[src/rtl/hc595_rx_pkg.sv]
// Shared constants and select-byte decode for the 74HC595 frame receiver.
package hc595_rx_pkg;
  localparam int FRAME_BITS = 16;
  localparam int SEL_MSB    = 15;
  localparam int SEL_LSB    = 8;
  localparam int SEG_MSB    = 7;
  localparam int BITCNT_W   = 5;

  // Returns {ok, idx}: ok when exactly one bit of sel is zero.
  function automatic logic [3:0] onecold_idx(input logic [7:0] sel);
    int zeros;
    logic [2:0] idx;
    zeros = 0;
    idx   = 3'd0;
    for (int i = 0; i < 8; i++) begin
      if (!sel[i]) begin
        zeros++;
        idx = 3'(i);
      end
    end
    return {(zeros == 1), idx};
  endfunction
endpackage

[src/rtl/hc595_frame_receiver_sync.sv]
// Pin synchronizer with a one-clk rising-edge pulse on the synchronized level.
module pin_sync_edge #(
  parameter int   SYNC_STAGES = 2,
  parameter logic RST_VAL     = 1'b0
) (
  input  logic clk,
  input  logic rst_n,
  input  logic din,
  output logic level,
  output logic rise
);
  logic [SYNC_STAGES-1:0] chain;
  logic                   prev;

  always_ff @(posedge clk) begin
    if (!rst_n) begin
      chain <= {SYNC_STAGES{RST_VAL}};
      prev  <= RST_VAL;
    end else begin
      chain <= {chain[SYNC_STAGES-2:0], din};
      prev  <= chain[SYNC_STAGES-1];
    end
  end

  assign level = chain[SYNC_STAGES-1];
  assign rise  = level & ~prev;
endmodule

[src/rtl/hc595_frame_receiver.sv]
// 74HC595-chain emulator: shifts 16-bit frames, latches on rclk, fills display buffer.
// Optional HC595_RX_CASCADE_EN adds ser_out (QH') for daisy-chaining.
module hc595_frame_receiver
  import hc595_rx_pkg::*;
#(
  parameter int SYNC_STAGES = 2,
  parameter int DIGITS      = 8
) (
  input  logic        clk,
  input  logic        rst_n,
  input  logic        sclk_in,
  input  logic        ser_in,
  input  logic        rclk_in,
  input  logic        srclr_n_in,
  output logic [15:0] frame_data,
  output logic        frame_valid,
  input  logic        frame_ready,
  output logic [2:0]  digit_idx,
  output logic        sel_err,
  output logic        short_err,
  output logic        overrun,
  input  logic        clr_flags,
  input  logic [2:0]  rd_addr,
`ifdef HC595_RX_CASCADE_EN
  output logic        ser_out,
`endif
  output logic [7:0]  rd_seg
);
  logic sclk_rise, rclk_rise, ser_lvl, srclr_lvl;
  logic sclk_lvl_unused, rclk_lvl_unused;
  logic ser_rise_unused, srclr_rise_unused;

  logic [FRAME_BITS-1:0] sr;
  logic [BITCNT_W-1:0]   bit_cnt;
  logic [7:0]            disp [DIGITS];
  logic [3:0]            dec;

  pin_sync_edge #(.SYNC_STAGES(SYNC_STAGES), .RST_VAL(1'b0)) u_sclk (
    .clk(clk), .rst_n(rst_n), .din(sclk_in),
    .level(sclk_lvl_unused), .rise(sclk_rise));
  pin_sync_edge #(.SYNC_STAGES(SYNC_STAGES), .RST_VAL(1'b0)) u_ser (
    .clk(clk), .rst_n(rst_n), .din(ser_in),
    .level(ser_lvl), .rise(ser_rise_unused));
  pin_sync_edge #(.SYNC_STAGES(SYNC_STAGES), .RST_VAL(1'b0)) u_rclk (
    .clk(clk), .rst_n(rst_n), .din(rclk_in),
    .level(rclk_lvl_unused), .rise(rclk_rise));
  // Clear input idles high so reset does not look like a clear edge.
  pin_sync_edge #(.SYNC_STAGES(SYNC_STAGES), .RST_VAL(1'b1)) u_srclr (
    .clk(clk), .rst_n(rst_n), .din(srclr_n_in),
    .level(srclr_lvl), .rise(srclr_rise_unused));

  assign dec = onecold_idx(sr[SEL_MSB:SEL_LSB]);

  always_ff @(posedge clk) begin
    if (!rst_n) begin
      sr          <= '0;
      bit_cnt     <= '0;
      frame_data  <= '0;
      frame_valid <= 1'b0;
      digit_idx   <= '0;
      sel_err     <= 1'b0;
      short_err   <= 1'b0;
      overrun     <= 1'b0;
      for (int i = 0; i < DIGITS; i++) disp[i] <= '0;
    end else begin
      if (clr_flags) begin
        short_err <= 1'b0;
        overrun   <= 1'b0;
      end
      if (!srclr_lvl) begin
        sr      <= '0;
        bit_cnt <= '0;
      end else if (sclk_rise) begin
        sr <= {sr[FRAME_BITS-2:0], ser_lvl};
        if (bit_cnt != '1) bit_cnt <= bit_cnt + 1'b1;
      end
      // Latch sees the pre-shift register; its count restart wins.
      if (rclk_rise) begin
        frame_data  <= sr;
        frame_valid <= 1'b1;
        bit_cnt     <= (srclr_lvl && sclk_rise) ? BITCNT_W'(1) : '0;
        if (bit_cnt < BITCNT_W'(FRAME_BITS)) short_err <= 1'b1;
        if (frame_valid && !frame_ready) overrun <= 1'b1;
        if (dec[3]) begin
          digit_idx    <= dec[2:0];
          sel_err      <= 1'b0;
          disp[dec[2:0]] <= sr[SEG_MSB:0];
        end else begin
          sel_err <= 1'b1;
        end
      end else if (frame_valid && frame_ready) begin
        frame_valid <= 1'b0;
      end
    end
  end

  assign rd_seg = disp[rd_addr];
`ifdef HC595_RX_CASCADE_EN
  assign ser_out = sr[FRAME_BITS-1];
`endif
endmodule

[config.mk]
export PLATFORM = sky130hd
export DESIGN_NAME = hc595_frame_receiver
export DESIGN_NICKNAME = d
export VERILOG_FILES = /design/src/rtl/hc595_rx_pkg.sv /design/src/rtl/hc595_frame_receiver_sync.sv /design/src/rtl/hc595_frame_receiver.sv
export SDC_FILE = /design/constraint.sdc
export NUM_CORES = 1
export LEC_CHECK = 0
export ABC_AREA = 1
export CORE_AREA = 5 5 124 126
export CTS_CLUSTER_DIAMETER = 30
export CTS_CLUSTER_SIZE = 40
export DETAILED_ROUTE_END_ITERATION = 16
export DIE_AREA = 0 0 129 131
export GPL_TIMING_DRIVEN = 0
export SETUP_SLACK_MARGIN = 0.4
export SYNTH_ARGS = -nofsm -noshare
export SYNTH_HDL_FRONTEND = slang
export SYNTH_SLANG_ARGS = --single-unit
[constraint.sdc]
create_clock -name clk -period 9.81 [get_ports clk]
set_clock_uncertainty 0.1 [all_clocks]
set_input_delay 2.4525 -clock clk [delete_from_list [all_inputs] [get_ports clk]]
set_output_delay 2.4525 -clock clk [all_outputs]
set_load 0.01 [all_outputs]
==> results.sh, run 1 <==
export IMPL_cts_root_buf="clkbuf_16"
export IMPL_port_buffers=41
export IMPL_synthMuxAreaShare=0
export IMPL_powerDensity_mw_per_mm2=209.5
export IMPL_worst_slack_ps=2322
export IMPL_power_leakage_nw=2.675
export IMPL_clk_path_buf_depth=2
export IMPL_max_vdd_ir_drop_uv=109.5
export IMPL_synth_adder_area_share=0.02056
export IMPL_dr_pass1_iters=5
export IMPL_startpoint_type="input pin"
export IMPL_viasPerCell=4.952
export IMPL_critical_path_max_fanout=10
export IMPL_synth_nets=642
export IMPL_avgSynthCellArea_sq_um=8.807
export IMPL_cts_made_buffers=17
export IMPL_vias=4353
export IMPL_yosysWarnings=0
export IMPL_wl_met1_um=5819
export IMPL_ys_seq_area_frac=0.5482
export IMPL_slew_violations=0
export IMPL_ys_seq_elements=118
export IMPL_fmax_mhz=133.5
export IMPL_rows=44
export IMPL_gp_congestion=0.8419
export IMPL_antenna_cells=0
export IMPL_wire_per_inst_um=15.24
export IMPL_post_cts_buffers=0
export IMPL_setup_viol=0
export IMPL_maxCapViolations=0
export IMPL_synth_xor_area_share=0
export IMPL_cts_hold_buffers=0
export IMPL_cts_tree="built"
export IMPL_final_area_sq_mm=0.006770
export IMPL_grt_pass1_wl_um=21740
export IMPL_cp_required_ps=7260
export IMPL_overflow=0
export IMPL_endpoint_kind="primary output"
export IMPL_synth_simple_area_share=0.2451
export IMPL_insertion_delay_ps=420
export IMPL_hold_viol=0
export IMPL_highest_layer="met4"
export IMPL_whs_ps=306.5
export IMPL_layout_common_cells="nor2_1, nand2_1, o21ai_0"
export IMPL_final_common_cell="nor2_1"
export IMPL_area_growth_pct=23.60
export IMPL_crit_arrival_ps=4940
export IMPL_grt_antenna_before_repair=0
export IMPL_chipWidth_um=129
export IMPL_finalCriticalPeriod_ps=7488
export IMPL_rsz0062_at_grt="false"
export IMPL_synth_cell_types=31
export IMPL_routed_wl_um=13390
export IMPL_h_tree_depth=4
export IMPL_cts_sinks=118
export IMPL_hpwlAfterDp_um=9627
export IMPL_fin_nets=702
export IMPL_min_period_over_period=0.7633
export IMPL_setup_tns_ps=0
export IMPL_initial_core_util=0.3857
export IMPL_dr_wl_met3_um=600
export IMPL_clkTransAtPathRegs_ps=50
export IMPL_hold_class="reg -> reg"
export IMPL_outcome="finished clean"
export IMPL_die_area_sq_mm=0.01690
export IMPL_grt_max_degree=17
export IMPL_synthCells=622
export IMPL_placedInstanceArea_sq_mm=0.006118
export IMPL_coreArea_sq_mm=0.01420
export IMPL_critical_path_class="in -> out"
export IMPL_ant_nets=0
export IMPL_drt_iter0_markers=303
export IMPL_slew_limit_headroom=0.3870
export IMPL_pre_cts_slack_ps=2361
export IMPL_grt_pass1_vias=4381
export IMPL_grt_usage=0.1685
export IMPL_synth_area_sq_mm=0.005478
export IMPL_ios=42
export IMPL_synth_top_family_by_area="simple AND/OR/NAND/NOR gates"
export IMPL_worstMarginPinSlew_ps=909.8
export IMPL_die_y_um=131
export IMPL_synth_compound_area_frac=0.1195
export IMPL_ctsResizeCount=0
export IMPL_wl_met2_um=6787
export IMPL_drive_gt1_frac=0.1108
export IMPL_drc=0
## critical path, cell delays in order
cell and delay (ps):
clkdlybuf4s50_1 530, inv_1 200, clkbuf_1 440, o21ai_0 190, o22ai_1 190, nor2_1 60
a31oi_1 260, clkdlybuf4s50_1 600
## worst paths after layout
kind	depth (start not counted)	to	slack (ps)	startpoint
worst min-delay path	1	u_srclr.chain[1]	310	u_srclr.chain[0]
worst min register to register	1	u_srclr.chain[1]	310	u_srclr.chain[0]
worst max register to register	28	disp[3][7]	4520	sr[9]
worst max-delay path	8	rd_seg[6]	2320	rd_addr[1]
## area by class of cell
| type | count | area, sq um |
|---|---|---|
| well taps | 184 | 230.2 |
| flip-flops and latches | 118 | 3003 |
| multi-input cells | 415 | 2110 |
| inverters | 61 | 229.0 |
| plain buffers | 28 | 136.4 |
| clock inverters | 5 | 76.32 |
| fillers | 1361 | 7433 |
| clock buffers | 27 | 575.6 |
| repair buffers | 41 | 410.4 |
## cells in the mapped netlist
master,n,area (sq um)
nand4_2,1,12.51
ha_1,9,112.6
clkinv_1,6,22.52
buf_4,2,15.01
nor2_1,138,518.0
inv_2,2,7.510
nor3_1,6,30.03
o21bai_1,1,7.510
nand4_4,7,148.9
o21ai_0,68,340.3
nand2_4,1,11.26
nand2_1,76,285.3
o21a_1,1,7.510
inv_1,53,198.9
edfxtp_1,64,1922
nand3_1,17,85.08
a211oi_1,1,7.510
nand4_1,4,25.02
nand2_2,12,75.07
clkbuf_1,23,86.33
buf_1,1,3.750
buf_12,1,20.02
or2_2,7,43.79
a31oi_1,9,56.30
dfxtp_1,54,1081
a21oi_1,37,185.2
o22ai_1,8,50.05
nand3_2,6,60.06
nor2_4,2,22.52
buf_6,1,11.26
nor2_2,4,25.02
## through the flow
stage	total power, W	instances	utilization
global placement	0.0007563	847	0.4308
floorplan	0.0007036	622	-
global route	0.001476	879	0.4767
CTS	0.001427	879	0.4767
detailed placement	0.0007622	847	0.4308
finish	0.001419	879	0.4767
## where the power goes
group	switching [W]	internal [W]	total [W]
combinational	0.000130	0.0000736	0.000203
clock	0.000217	0.000451	0.000668
sequential	0.00000859	0.000539	0.000548
## flip-flops by register name, summed over array words and instances, names as in the netlist
| register | cells |
|---|---|
| u_rclk.chain | 2 |
| overrun | 1 |
| u_sclk.chain | 2 |
| u_ser.chain | 2 |
| u_rclk.prev | 1 |
| frame_data | 16 |
| u_sclk.prev | 1 |
| digit_idx | 3 |
| short_err | 1 |
| disp | 64 |
| sel_err | 1 |
| u_srclr.chain | 2 |
| frame_valid | 1 |
| bit_cnt | 5 |
| sr | 16 |
## per-layer routing
layer  global-route usage  vias to the layer above
met1               0.2008                     2059
met2               0.2954                       85
li1                     -                     2196
met4              0.06918                        0
met5                    0                        -
met3              0.03659                       13
## kinds of logic (layout without fill, tap and decap cells)
group,Yosys count,count (layout)
buffers and inverters,89,162
AO/OA/AOI/OAI,125,125
AND/OR/NAND/NOR,281,281
adder cells (fa/ha/maj),9,9
flip-flops,118,118
(Power assumes the default switching activity.)
==> run 2: changes to the inputs <==
- clock period: 9.81 -> 6 ns (I/O delays scaled with it)
==> run 2 against run 1 <==
  * Via count up 1.4%
  * Die area stayed put
  * Routed wire length increased by 0.28%
  * Critical path depth decreased by 1
  * Combinational power rose by 64%
  * Flip-flop and latch count unchanged
  * Clock power increased by 63%
  * Total power up 64%
  * Sequential share of layout area shrank 0.074 points
  * Critical path type unchanged
==> results.sh, run 2 (synthesis results as in run 1) <==
export IMPL_outcome="finished clean"
export IMPL_max_stage_delay_ps=600
export IMPL_power_leakage_nw=2.677
export IMPL_drt_iter0_markers=312
export IMPL_top_regs="disp: 64 flops, frame_data: 16 flops, sr: 16 flops"
export IMPL_cp_required_ps=4400
export IMPL_grt_pass1_wl_um=21740
export IMPL_insertion_delay_ps=420
export IMPL_slew_violations=0
export IMPL_cts_sinks=118
export IMPL_rows=44
export IMPL_drc=0
export IMPL_fin_util=0.4774
export IMPL_port_buffers=41
export IMPL_hold_viol=0
export IMPL_crit_slowest_cell="clkdlybuf4s50_1"
export IMPL_worstMarginPinSlew_ps=905.2
export IMPL_endpoint_kind="primary output"
export IMPL_holdPathEnd="u_srclr.chain[1]"
export IMPL_hpwlAfterDp_um=9627
export IMPL_dr_wl_met3_um=623
export IMPL_crit_chain="clkdlybuf4s50_1 -> clkbuf_1 -> o21ai_0 -> o22ai_1 -> nor2_1 -> a31oi_1 -> clkdlybuf4s50_1"
export IMPL_vias=4413
export IMPL_antenna_cells=0
export IMPL_place_inst=847
export IMPL_grt_usage=0.1685
export IMPL_path_common_cell="clkdlybuf4s50_1"
export IMPL_setup_viol=0
export IMPL_final_common_cell="nor2_1"
export IMPL_critical_path_class="in -> out"
export IMPL_min_from="u_srclr.chain[0]"
export IMPL_cts_tree="built"
export IMPL_min_period_over_period=0.9022
export IMPL_finalCriticalPeriod_ps=5413
export IMPL_overflow=0
export IMPL_hold_class="reg -> reg"
export IMPL_fill_cells=1362
export IMPL_intPower_w=0.001739
export IMPL_grt_antenna_before_repair=0
export IMPL_cts_root_buf="clkbuf_16"
export IMPL_coreArea_sq_mm=0.01420
export IMPL_largest_register="disp"
export IMPL_die_y_um=131
export IMPL_fmax_mhz=184.7
export IMPL_h_tree_depth=4
export IMPL_post_cts_buffers=0
export IMPL_maxCapViolations=0
export IMPL_critPathTopFamily="buffers and inverters"
export IMPL_p_total_w=0.002322
export IMPL_cts_made_buffers=17
export IMPL_seqCellArea_sq_mm=0.003003
export IMPL_reg2reg_depth=28
export IMPL_clkTransAtPathRegs_ps=50
export IMPL_gp_congestion=0.8419
export IMPL_multi_input_area_sq_mm=0.002120
export IMPL_routed_wl_um=13430
export IMPL_setup_tns_ps=0
export IMPL_fin_nets=702
export IMPL_ios=42
export IMPL_viasPerCell=5.020
export IMPL_fin_cells=879
export IMPL_critical_path_max_fanout=10
export IMPL_switching_power_w=0.0005826
export IMPL_power_share_clock=0.471
export IMPL_crit_arrival_ps=3810
export IMPL_reg2reg_slack_ps=820
export IMPL_area_growth_pct=23.80
export IMPL_wire_per_inst_um=15.28
export IMPL_grt_pass1_vias=4381
export IMPL_wl_met2_um=6796
export IMPL_powerDensity_mw_per_mm2=342.4
export IMPL_clk_path_buf_depth=2
export IMPL_largest_reg_flops=64
export IMPL_dr_pass1_iters=5
export IMPL_pwr_share_comb=0.144
export IMPL_chipWidth_um=129
export IMPL_drive_gt1_frac=0.1180
export IMPL_slew_limit_headroom=0.3902
export IMPL_grt_max_degree=17
export IMPL_r2r_end="disp[4][4]"
export IMPL_rsz0062_at_grt="false"
export IMPL_crit_buf_inv=3
export IMPL_startpoint_type="input pin"
export IMPL_regToRegStartpoint="sr[9]"
export IMPL_layout_common_cells="nor2_1, nand2_1, o21ai_0"
export IMPL_die_area_sq_mm=0.01690
export IMPL_hold_depth=1
export IMPL_ant_nets=0
export IMPL_highest_layer="met4"
export IMPL_netSwitchingFraction=0.2509
export IMPL_p_seq_frac=0.386
export IMPL_wl_met1_um=5776
export IMPL_cp_startpoint="rd_addr[0]"
export IMPL_initial_core_util=0.3857
export IMPL_max_vdd_ir_drop_uv=179.7
==> run 2: cell count changes in the layout (fill, tap and decap cells not counted) <==
cell / previous run / this run
nand2_2: 12 / 16
clkbuf_1: 24 / 23
nand2_1: 76 / 72
clkbuf_2: 0 / 1
==> run 2: repair_timing <==
item                                    CTS  global route
endpoints found under the setup margin    0            30
gates resized for setup                   0             6
hold buffers                              0             0
==> run 2: power by group through the flow <==
stage / combinational, W / sequential [W] / clock (W)
4_1_cts: 0.000337 / 0.000895 / 0.00110
3_5_place_dp: 0.000335 / 0.000911 / 0
3_3_place_gp: 0.000326 / 0.000910 / 0
2_1_floorplan: 0.000240 / 0.000910 / 0
5_1_grt: 0.000376 / 0.000898 / 0.00114
6_report: 0.000333 / 0.000895 / 0.00109
==> run 2: metrics by stage <==
| stage | area (sq um) | setup WS, ps | hold slack [ps] |
|---|---|---|---|
| after detailed placement | 6118 | 455.5 | 296.4 |
| final | 6782 | 586.7 | 307.3 |
| after CTS | 6770 | 425.4 | 309.3 |
| after global placement | 6118 | 490.6 | 295.0 |
| after global routing | 6782 | 417.4 | 337.2 |
| after floorplan | 5478 | 1287 | 290.5 |
==> run 2: how the worst max path moves through the flow <==
| stage | slack, ps | to | depth (start not counted) |
|---|---|---|---|
| 6_report | 590 | rd_seg[6] | 7 |
| 5_1_grt | 420 | disp[4][3] | 28 |
| 4_1_cts | 430 | rd_seg[6] | 8 |
| 3_5_place_dp | 460 | rd_seg[6] | 8 |
| 3_3_place_gp | 490 | rd_seg[5] | 8 |
| 2_1_floorplan | 1290 | disp[1][0] | 28 |
==> run 2: cell type report <==
| type | count | area share |
|---|---|---|
| timing repair buffer | 41 | 0.06052 |
| sequential | 118 | 0.4428 |
| tap | 184 | 0.03395 |
| buffer | 28 | 0.02030 |
| clock inverter | 5 | 0.01125 |
| inverter | 61 | 0.03376 |
| clock buffer | 27 | 0.08487 |
| multi-input combinational | 415 | 0.3125 |
==> run 2: routing by layer <==
layer  global-route usage  up-vias
met5                    0        -
met4              0.06918        0
met3              0.03659       20
met2               0.2954      100
met1               0.2008     2098
li1                     -     2195
==> run 3: changes to the inputs <==
- CORE_AREA: 5 5 124 126 -> 5 5 126 128
- DIE_AREA: 0 0 129 131 -> 0 0 131 133
- SYNTH_HIERARCHICAL: not set -> 1
==> run 3 against run 2 <==
  * Core utilization fell by 0.46 points
  * Routed wire length about the same
  * Sequential power hardly changed
  * Largest cell class unchanged
  * Largest power group unchanged
==> results.sh, run 3 <==
export IMPL_worstMarginPinSlew_ps=826.6
export IMPL_fill_cells=1434
export IMPL_yosysWarnings=6
export IMPL_multi_input_area_sq_mm=0.002290
export IMPL_grt_pass1_wl_um=22210
export IMPL_endpoint_kind="primary output"
export IMPL_dr_pass1_iters=7
export IMPL_powerDensity_mw_per_mm2=347.9
export IMPL_routed_wl_um=13430
export IMPL_critical_path_max_fanout=10
export IMPL_synthCells=616
export IMPL_post_cts_buffers=0
export IMPL_synth_nets=636
export IMPL_hpwlAfterDp_um=9748
export IMPL_seqCellArea_sq_mm=0.003003
export IMPL_insertion_delay_ps=410
export IMPL_die_y_um=133
export IMPL_largest_register="disp"
export IMPL_grt_pass1_vias=4445
export IMPL_ant_nets=0
export IMPL_reg2reg_depth=27
export IMPL_cts_sinks=118
export IMPL_slew_limit_headroom=0.4489
export IMPL_hold_viol=0
export IMPL_placedInstanceArea_sq_mm=0.006289
export IMPL_setup_viol=0
export IMPL_cts_made_buffers=17
export IMPL_crit_chain="clkdlybuf4s50_1 -> clkbuf_1 -> o21ai_0 -> o22ai_1 -> nor2_1 -> a31oi_1 -> clkdlybuf4s50_1"
export IMPL_path_common_cell="clkdlybuf4s50_1"
export IMPL_r2r_end="disp[3][7]"
export IMPL_cts_tree="built"
export IMPL_hold_class="reg -> reg"
export IMPL_fin_nets=696
export IMPL_vias=4369
export IMPL_regToRegStartpoint="sr[8]"
export IMPL_coreArea_sq_mm=0.01475
export IMPL_clkTransAtPathRegs_ps=50
export IMPL_fmax_mhz=187.0
export IMPL_holdPathEnd="u_srclr/chain[1]"
export IMPL_layout_common_cells="nor2_1, o21ai_0, edfxtp_1"
export IMPL_overflow=0
export IMPL_ios=42
export IMPL_max_stage_delay_ps=600
export IMPL_port_buffers=41
export IMPL_rows=45
export IMPL_slew_violations=0
export IMPL_gp_congestion=0.8330
export IMPL_max_vdd_ir_drop_uv=207.9
export IMPL_grt_antenna_before_repair=0
export IMPL_synth_area_sq_mm=0.005643
export IMPL_final_common_cell="nor2_1"
export IMPL_grt_usage=0.1657
export IMPL_power_leakage_nw=2.686
export IMPL_startpoint_type="input pin"
export IMPL_wire_per_inst_um=15.31
export IMPL_drc=0
export IMPL_min_period_over_period=0.8913
export IMPL_final_area_sq_mm=0.006975
export IMPL_reg2reg_slack_ps=760
export IMPL_die_area_sq_mm=0.01742
export IMPL_rsz0062_at_grt="false"
export IMPL_clk_path_buf_depth=2
export IMPL_maxCapViolations=0
export IMPL_drt_iter0_markers=282
export IMPL_chipWidth_um=131
export IMPL_initial_core_util=0.3825
export IMPL_crit_slowest_cell="clkdlybuf4s50_1"
export IMPL_h_tree_depth=4
export IMPL_cp_required_ps=4400
export IMPL_place_inst=845
export IMPL_avgSynthCellArea_sq_um=9.161
export IMPL_area_growth_pct=23.61
export IMPL_setup_tns_ps=0
export IMPL_crit_arrival_ps=3750
export IMPL_outcome="finished clean"
export IMPL_hold_depth=2
export IMPL_finalCriticalPeriod_ps=5348
export IMPL_critical_path_class="in -> out"
export IMPL_antenna_cells=0
export IMPL_largest_reg_flops=64
export IMPL_viasPerCell=4.982
export IMPL_min_from="u_srclr/chain[0]"
export IMPL_top_regs="disp: 64 flops, frame_data: 16 flops, sr: 16 flops"
export IMPL_fin_cells=877
export IMPL_cts_root_buf="clkbuf_16"
export IMPL_grt_max_degree=17
export IMPL_drive_gt1_frac=0.1713
[run 3: stage by stage]
step	utilization	hold WS, ps	power (W)	setup WS (ps)
6_report	0.4729	306.6	0.002427	652.4
5_1_grt	0.4729	320.0	0.002524	406.7
4_1_cts	0.4726	312.0	0.002444	450.2
3_5_place_dp	0.4263	300.3	0.001271	444.8
3_3_place_gp	0.4263	285.1	0.001260	487.4
2_1_floorplan	-	279.5	0.001174	1301
[run 3: repair_timing]
item / 4_1_cts / 5_1_grt
endpoints found under the setup margin: 0 / 10
resized for setup: 0 / 3
hold buffers: 0 / 0
[run 3: worst max path at each step]
stage	from	endpoint	slack (ps)	cells past startpoint
floorplan	sr[8]	disp[2][0]	1300	27
global placement	rd_addr[1]	rd_seg[6]	490	8
detailed placement	rd_addr[1]	rd_seg[5]	440	8
CTS	rd_addr[1]	rd_seg[5]	450	8
global route	sr[8]	disp[3][7]	410	27
finish	rd_addr[1]	rd_seg[5]	650	7
[run 3: metal layers]
layer  vias to the layer above  part of all wire  global-route usage
li1                       2185                 -                   -
met1                      2063              0.42              0.1983
met2                        96              0.51              0.2850
met3                        25             0.045             0.04360
met4                         0             0.018             0.05600
met5                         -                 0                   0
[run 3: cell type report]
type | instances | share of cell area
buffer | 26 | 0.01650
timing repair buffer | 41 | 0.05883
sequential | 118 | 0.4305
multi-input combinational | 409 | 0.3283
clock buffer | 17 | 0.06099
tap | 188 | 0.03372
inverter | 63 | 0.03426
clock inverter | 15 | 0.03695
[run 3: worst max-delay path: cells and delay by family]
family,cells,cell delay (ps)
and+or+nand+nor,1,80
AOI/OAI and AO/OA,3,640
buffers and inverters,3,1530
[run 3: power breakdown]
group	internal, W	switching (W)
Sequential	0.000880	0.0000140
Clock	0.000815	0.000361
Combinational	0.000122	0.000235
